$ cat src/rtl/program_loader.sv
// program_loader
//
// Host-side writer for the sequencer's 80-bit instruction memory. A framed
// byte stream (valid/ready) carries START / WORD / END commands. Each WORD
// frame brings WORD_BYTES data bytes (most significant byte first) followed
// by one XOR checksum byte. Verified words are written to consecutive
// addresses starting at 0. While a session is open, `loading` holds the
// sequencer off.
//
// Ports:
//   clk          single clock, rising edge
//   reset        synchronous, active-high, clears all state
//   rx_data      incoming byte
//   rx_valid     rx_data is valid
//   rx_ready     byte accepted on an edge where rx_valid & rx_ready
//   mem_address  instruction memory write address
//   mem_wdata    instruction memory write data
//   mem_we       one-cycle write strobe
//   loading      a load session is open
//   load_done    last session was closed cleanly by END
//   error        sticky: [0] bad command, [1] checksum mismatch, [2] overflow
//   word_count   words written in the current session

module program_loader #(
    parameter int ADDR_WIDTH = 15,
    parameter int WORD_BYTES = 10
) (
    input  logic                    clk,
    input  logic                    reset,
    input  logic [7:0]              rx_data,
    input  logic                    rx_valid,
    output logic                    rx_ready,
    output logic [ADDR_WIDTH-1:0]   mem_address,
    output logic [8*WORD_BYTES-1:0] mem_wdata,
    output logic                    mem_we,
    output logic                    loading,
    output logic                    load_done,
    output logic [2:0]              error,
    output logic [ADDR_WIDTH:0]     word_count
);

    localparam int WORD_W = 8 * WORD_BYTES;
    localparam int CNT_W  = $clog2(WORD_BYTES + 1);

    localparam logic [7:0] CMD_START = 8'hA5;
    localparam logic [7:0] CMD_WORD  = 8'h5A;
    localparam logic [7:0] CMD_END   = 8'hC3;

    localparam logic [CNT_W-1:0]    LAST_BYTE  = CNT_W'(WORD_BYTES - 1);
    // Memory is full once every address has been written exactly once.
    localparam logic [ADDR_WIDTH:0] FULL_COUNT = {1'b1, {ADDR_WIDTH{1'b0}}};

    typedef enum logic [1:0] {
        S_IDLE,
        S_DATA,
        S_CSUM,
        S_WRITE
    } state_t;

    state_t                  state_q, state_d;
    logic [CNT_W-1:0]        byte_cnt_q, byte_cnt_d;
    logic [7:0]              csum_q, csum_d;
    logic [WORD_W-1:0]       mem_wdata_q, mem_wdata_d;
    logic [ADDR_WIDTH-1:0]   mem_address_q, mem_address_d;
    logic [ADDR_WIDTH:0]     word_count_q, word_count_d;
    logic                    loading_q, loading_d;
    logic                    load_done_q, load_done_d;
    logic [2:0]              error_q, error_d;
    logic                    mem_we_q, mem_we_d;
    logic                    rx_ready_q, rx_ready_d;
    logic                    accept;
    logic                    full;

    assign accept = rx_valid && rx_ready_q;
    assign full   = (word_count_q == FULL_COUNT);

    always_comb begin
        state_d       = state_q;
        byte_cnt_d    = byte_cnt_q;
        csum_d        = csum_q;
        mem_wdata_d   = mem_wdata_q;
        mem_address_d = mem_address_q;
        word_count_d  = word_count_q;
        loading_d     = loading_q;
        load_done_d   = load_done_q;
        error_d       = error_q;

        unique case (state_q)
            S_IDLE: begin
                if (accept) begin
                    case (rx_data)
                        CMD_START: begin
                            mem_address_d = '0;
                            word_count_d  = '0;
                            error_d       = '0;
                            load_done_d   = 1'b0;
                            loading_d     = 1'b1;
                        end
                        CMD_WORD: begin
                            if (loading_q) begin
                                state_d    = S_DATA;
                                byte_cnt_d = '0;
                                csum_d     = '0;
                            end else begin
                                error_d[0] = 1'b1;
                            end
                        end
                        CMD_END: begin
                            if (loading_q) begin
                                loading_d   = 1'b0;
                                load_done_d = 1'b1;
                            end else begin
                                error_d[0] = 1'b1;
                            end
                        end
                        default: error_d[0] = 1'b1;
                    endcase
                end
            end

            S_DATA: begin
                if (accept) begin
                    // First byte ends up in the top byte after WORD_BYTES shifts.
                    mem_wdata_d = {mem_wdata_q[WORD_W-9:0], rx_data};
                    csum_d      = csum_q ^ rx_data;
                    if (byte_cnt_q == LAST_BYTE) begin
                        state_d = S_CSUM;
                    end else begin
                        byte_cnt_d = byte_cnt_q + 1'b1;
                    end
                end
            end

            S_CSUM: begin
                // A full memory still consumes the whole frame so framing
                // stays intact; the word is simply dropped.
                if (accept) begin
                    state_d = S_IDLE;
                    if (rx_data != csum_q) begin
                        error_d[1] = 1'b1;
                    end
                    if (full) begin
                        error_d[2] = 1'b1;
                    end
                    if ((rx_data == csum_q) && !full) begin
                        state_d = S_WRITE;
                    end
                end
            end

            S_WRITE: begin
                // Address wraps naturally after the last location.
                state_d       = S_IDLE;
                mem_address_d = mem_address_q + 1'b1;
                word_count_d  = word_count_q + 1'b1;
            end

            default: state_d = S_IDLE;
        endcase

        mem_we_d   = (state_d == S_WRITE);
        rx_ready_d = (state_d != S_WRITE);
    end

    always_ff @(posedge clk) begin
        if (reset) begin
            state_q       <= S_IDLE;
            byte_cnt_q    <= '0;
            csum_q        <= '0;
            mem_wdata_q   <= '0;
            mem_address_q <= '0;
            word_count_q  <= '0;
            loading_q     <= 1'b0;
            load_done_q   <= 1'b0;
            error_q       <= '0;
            mem_we_q      <= 1'b0;
            rx_ready_q    <= 1'b1;
        end else begin
            state_q       <= state_d;
            byte_cnt_q    <= byte_cnt_d;
            csum_q        <= csum_d;
            mem_wdata_q   <= mem_wdata_d;
            mem_address_q <= mem_address_d;
            word_count_q  <= word_count_d;
            loading_q     <= loading_d;
            load_done_q   <= load_done_d;
            error_q       <= error_d;
            mem_we_q      <= mem_we_d;
            rx_ready_q    <= rx_ready_d;
        end
    end

    assign rx_ready    = rx_ready_q;
    assign mem_address = mem_address_q;
    assign mem_wdata   = mem_wdata_q;
    assign mem_we      = mem_we_q;
    assign loading     = loading_q;
    assign load_done   = load_done_q;
    assign error       = error_q;
    assign word_count  = word_count_q;

endmodule

$ cat config.mk
export PLATFORM = sky130hd
export DESIGN_NAME = program_loader
export DESIGN_NICKNAME = d
export VERILOG_FILES = /design/src/rtl/program_loader.sv
export SDC_FILE = /design/constraint.sdc
export NUM_CORES = 1
export LEC_CHECK = 0
export BUFFER_PORTS_ARGS = -buffer_cell sky130_fd_sc_hd__buf_2
export CORE_MARGIN = 3
export CORE_UTILIZATION = 35
export DETAILED_ROUTE_END_ITERATION = 6
export GPL_TIMING_DRIVEN = 0
export SYNTH_ARGS = -nofsm -noshare
export SYNTH_HDL_FRONTEND = slang
export SYNTH_SLANG_ARGS = --single-unit
$ cat constraint.sdc
create_clock -name clk -period 1.9 [get_ports clk]
set_input_delay 0.38 -clock clk [delete_from_list [all_inputs] [get_ports clk]]
set_output_delay 0.38 -clock clk [all_outputs]
set_load 0.05 [all_outputs]
Word level (Yosys, flattened, before mapping)
Index checks and enable logic that the tools add are counted.
Cells by class
  add/sub/neg operators: 3
  eq/ne operators: 23
  mux-type cells: 36
  bitwise gates (word level): 1
  reductions and logical operators: 18
Operators with widths (count)
  $mux 16: 2
  $mux 8: 4
  $pmux 16 s2: 1
  $mux 15: 2
  $pmux 15 s2: 1
  $mux 4: 5
  $ne 2x2->1 const B: 10
  $mux 2: 9
  $add 16x1->16 const B: 1
  $eq 16x16->1 const B: 1
  $eq 8x8->1 const B: 2
  $pmux 8 s2: 1
  $add 15x1->15 const B: 1
  $reduce_and 5->1: 3
  $reduce_and 3->1: 3
  $eq 8x7->1 const B: 1
  $eq 8x8->1: 1
  $ne 8x8->1: 1
  $pmux 2 s4: 1
  $pmux 4 s2: 1
  $reduce_bool 2->1: 4
  $xor 8x8->8: 1
  $eq 2x2->1 const B: 3
  $pmux 1 s2: 3
  14 further kinds: 19
Word-level totals
  flip-flop bits (word level): 132
  input port bits: 11
  output and inout bits: 118
  logic and storage cells: 94

Longest topological paths before layout
  word-level depth: 7
  gate-level depth with buffers: 7
  mapped depth without buffers: 6

Least setup slack after synthesis
No wires, ideal clock.
  path type: register -> register
  start point: reg word_count_q[0] (netlist: word_count[0])
  end point: reg rx_ready_q (netlist: rx_ready)
  arrival: 1.857 ns
  data required time: 1.766 ns
  slack: -0.091 ns
  stages on the path, launching flop included: 7
  path buffers: 0
  clock period less this slack: 1.991 ns
  cells stage by stage: dfxtp_1 > inv_1 > ha_1 > nor4b_1 > nand4_1 > nand3_1 > or4_1
On the way
  word-level cells in the longest chain between the ends: 7
RTL lines
  from (decl): line 65  | logic [ADDR_WIDTH:0] word_count_q, word_count_d;
  from (signal assigned): line 184  | word_count_q <= word_count_d;
  $eq 16x16->1: line 75  | assign full = (word_count_q == FULL_COUNT);
  $logic_not 1->1: line 145  | if ((rx_data == csum_q) && !full) begin
  $logic_and 1x1->1: line 145
  $mux 2: line 145
  $mux 2: line 137  | if (accept) begin
  $pmux 2 s4: line 88  | unique case (state_q)
  $ne 2x2->1: line 162  | rx_ready_d = (state_d != S_WRITE);
  to (signal assigned): line 189  | rx_ready_q <= rx_ready_d;
  to (decl): line 70  | logic rx_ready_q, rx_ready_d;
No other way between the ends.
A chain may end at the register's enable or synchronous reset.

Worst setup path after layout
  start point: reg byte_cnt_q[1]
  end point: reg byte_cnt_q[1]
On the way
  word-level cells in the longest chain between the ends: 4
RTL lines
  from (decl): line 61  | logic [CNT_W-1:0] byte_cnt_q, byte_cnt_d;
  from (signal assigned): line 180  | byte_cnt_q <= byte_cnt_d;
  $add 4x1->4: line 129  | byte_cnt_d = byte_cnt_q + 1'b1;
  $mux 4: line 126  | if (byte_cnt_q == LAST_BYTE) begin
  $mux 4: line 122  | if (accept) begin
  $pmux 4 s2: line 88
Parallel ways exist; a longest one is shown, timed or not. The select of a mux whose other input is x is not followed.

==> flow_metrics.env <==
export IMPL_drt_pass1_iterations=5
export IMPL_min_period_over_period=0.941
export IMPL_fin_nets=849
export IMPL_critPathKind="reg -> reg"
export IMPL_crit_path_end_kind="flip-flop"
export IMPL_crit_family="simple AND/OR/NAND/NOR gates"
export IMPL_hold_viol=0
export IMPL_syn_cell_area_sq_mm=0.00551
export IMPL_grt_pass1_vias=4705
export IMPL_initial_core_util=0.360
export IMPL_final_area_sq_mm=0.00701
export IMPL_syn_nets=704
export IMPL_clock_skew_final_ps=7.63
export IMPL_port_buffers=127
export IMPL_syn_avg_cell_area_sq_um=8.01
export IMPL_post_dp_hpwl_mm=11.0
export IMPL_rsz0062_at_grt="false"
export IMPL_cts_root_buf="clkbuf_16"
export IMPL_grt_pass1_wl_mm=24.8
export IMPL_layoutNonFillerInstCount=1058
export IMPL_placed_area_sq_mm=0.00641
export IMPL_synthToLayoutAreaGrowth_pct=27.3
export IMPL_seq_area_frac_synth=0.480
export IMPL_grt_max_degree=17
export IMPL_synthArstFlopShare=0
export IMPL_whs_ps=253
export IMPL_rows=45
export IMPL_drive_gt1_frac=0.230
export IMPL_clockBufferDepth=2
export IMPL_slew_headroom=0.600
export IMPL_cellLeakagePower_nw=2.80
export IMPL_grt_usage=0.176
export IMPL_fp_dieH_um=131
export IMPL_synth_cell_types=50
export IMPL_cts_hold_buf=0
export IMPL_cts_htree_levels=4
export IMPL_core_sq_mm=0.0153
export IMPL_crit_chain="inv_1 -> ha_1 -> and3b_2 -> or2_4 -> or4b_1 -> a21oi_1"
export IMPL_maxSlewViolCount=0
export IMPL_setup_slack_ps=113
export IMPL_cts_tree="yes"
export IMPL_gp_congestion=0.836
export IMPL_synth_edf_count=0
export IMPL_arrival_ps=2130
export IMPL_drc_errors=0
export IMPL_synth_top_flop_cell="dfxtp_1"
export IMPL_worstMarginPinSlew_ps=600
export IMPL_syn_inst=688
export IMPL_cts_resized=0
export IMPL_crit_required_ps=2250
export IMPL_pre_cts_slack_ps=-33.9
export IMPL_vias_per_cell=4.96
export IMPL_fmax_mhz=560
export IMPL_crit_path_top_delay_cell="or4b_1"
export IMPL_peakVddDrop_v=0.000599
export IMPL_routed_wl_mm=15.3
export IMPL_cts_buffers=17
export IMPL_antenna_found_initial=1
export IMPL_status="finished, final reports clean"
export IMPL_drt_iter0_drc=328
export IMPL_fin_util=0.458
export IMPL_hold_path_class="in -> reg"
export IMPL_ys_ff_latch=132
export IMPL_maxCapViolCount=0
export IMPL_antenna_left=0
export IMPL_vias=5246
export IMPL_cpPeakStageDelay_ps=470
export IMPL_die_w_um=131
export IMPL_start_kind="flip-flop"
export IMPL_critPathBufInv=1
export IMPL_dpl_cell_count=1026
export IMPL_num_io_pins=129
export IMPL_final_cell_mix="nand2_1 (178), buf_2 (144), dfxtp_1 (130), a21oi_1 (110), clkbuf_1 (26)"
export IMPL_cts_sinks=132
export IMPL_layout_min_cycle_time_ps=1790
export IMPL_path_max_fanout=5
export IMPL_clk_latency_ps=420
export IMPL_grt_overflow_total=0
export IMPL_post_cts_buffers=0
export IMPL_routedWlPerCell_um=14.4
export IMPL_p_per_area_mw_per_mm2=880
export IMPL_ys_warn_count=0
export IMPL_final_common_cell="nand2_1"
export IMPL_dieArea_sq_mm=0.0173
export IMPL_clk_pin_slew_ps=60
export IMPL_final_setup_viol_count=0
[synth_stat cells (3+ instances only)]
| master | instances | area, sq um |
|---|---|---|
| nand2_1 | 178 | 668 |
| dfxtp_1 | 132 | 2640 |
| a21oi_1 | 110 | 551 |
| clkbuf_1 | 27 | 101 |
| o21ai_0 | 23 | 115 |
| nand3_1 | 21 | 105 |
| buf_2 | 17 | 85.1 |
| nor2_1 | 17 | 63.8 |
| a31oi_1 | 15 | 93.8 |
| nand4_1 | 14 | 87.6 |
| inv_1 | 12 | 45.0 |
| and3_1 | 11 | 68.8 |
| nand2b_1 | 9 | 56.3 |
| nor4_1 | 9 | 56.3 |
| nor3_1 | 8 | 40.0 |
| xor2_1 | 8 | 70.1 |
| o211ai_1 | 6 | 45.0 |
| or2_2 | 6 | 37.5 |
| ha_1 | 5 | 62.6 |
| or3_1 | 5 | 31.3 |
| a211oi_1 | 4 | 30.0 |
| a41oi_1 | 4 | 35.0 |
| o21a_1 | 4 | 30.0 |
| or4_1 | 4 | 30.0 |
| and4_1 | 3 | 26.3 |
| and4bb_2 | 3 | 37.5 |
| nor2b_1 | 3 | 18.8 |
[through the flow]
stage | setup TNS, ps | power [mW]
after floorplan | 0 | 2.91
after global placement | -112 | 2.96
after detailed placement | -46.3 | 2.96
after CTS | 0 | 6.24
after global routing | 0 | 6.38
final | 0 | 6.17
[final timing paths]
path,from,endpoint,slack [ps],cells after the start
setup / recovery,byte_cnt_q[1]$_SDFFE_PP0P_,byte_cnt_q[1]$_SDFFE_PP0P_,110,6
hold / removal,rx_data[3],mem_wdata[3]$_SDFFE_PP0P_,250,3
setup reg to reg,byte_cnt_q[1]$_SDFFE_PP0P_,byte_cnt_q[1]$_SDFFE_PP0P_,110,6
hold reg to reg,mem_wdata[73]$_SDFFE_PP0P_,mem_wdata[73]$_SDFFE_PP0P_,450,2
[per-layer routing]
layer  wire length, um  GRT usage  vias up
met3               761     0.0433       23
met4               319     0.0706        0
li1                  -          -     2716
met1              7370      0.244     2367
met5                 0          0        -
met2              6800      0.262      140
[flip-flops by register name (all words and copies together) (netlist names)]
signal,cells
loading,1
error,3
rx_ready,1
word_count,16
load_done,1
mem_we,1
mem_wdata,80
csum_q,8
mem_address,15
state_q,2
byte_cnt_q,4
[worst min-delay path, stage by stage]
cell and delay (ps):
buf_2 130, nand2_1 60, a21oi_1 50
[layout make-up]
type / count / area (sq um)
repair buffers: 127 / 636
clock buffers: 19 / 443
clock inverters: 13 / 150
multi-input cells: 498 / 2630
well taps: 211 / 264
plain buffers: 45 / 193
flip-flops and latches: 132 / 2650
inverters: 12 / 45.0
fillers: 1630 / 8310
diodes: 1 / 2.50
[power breakdown]
group	internal, mW	switching, mW
logic	0.0340	0.0993
clock network	1.99	1.28
registers	2.77	0.00100
total	4.79	1.38
[cells by family after synthesis]
group                    after synthesis  share of synthesized area
flip-flops                           132                      0.480
AND/OR/NAND/NOR                      306                      0.269
XOR/XNOR                               8                     0.0127
buffers and inverters                 58                     0.0436
AO/OA/AOI/OAI                        179                      0.183
adder cells (fa/ha/maj)                5                     0.0114
(Power assumes the default switching activity.)
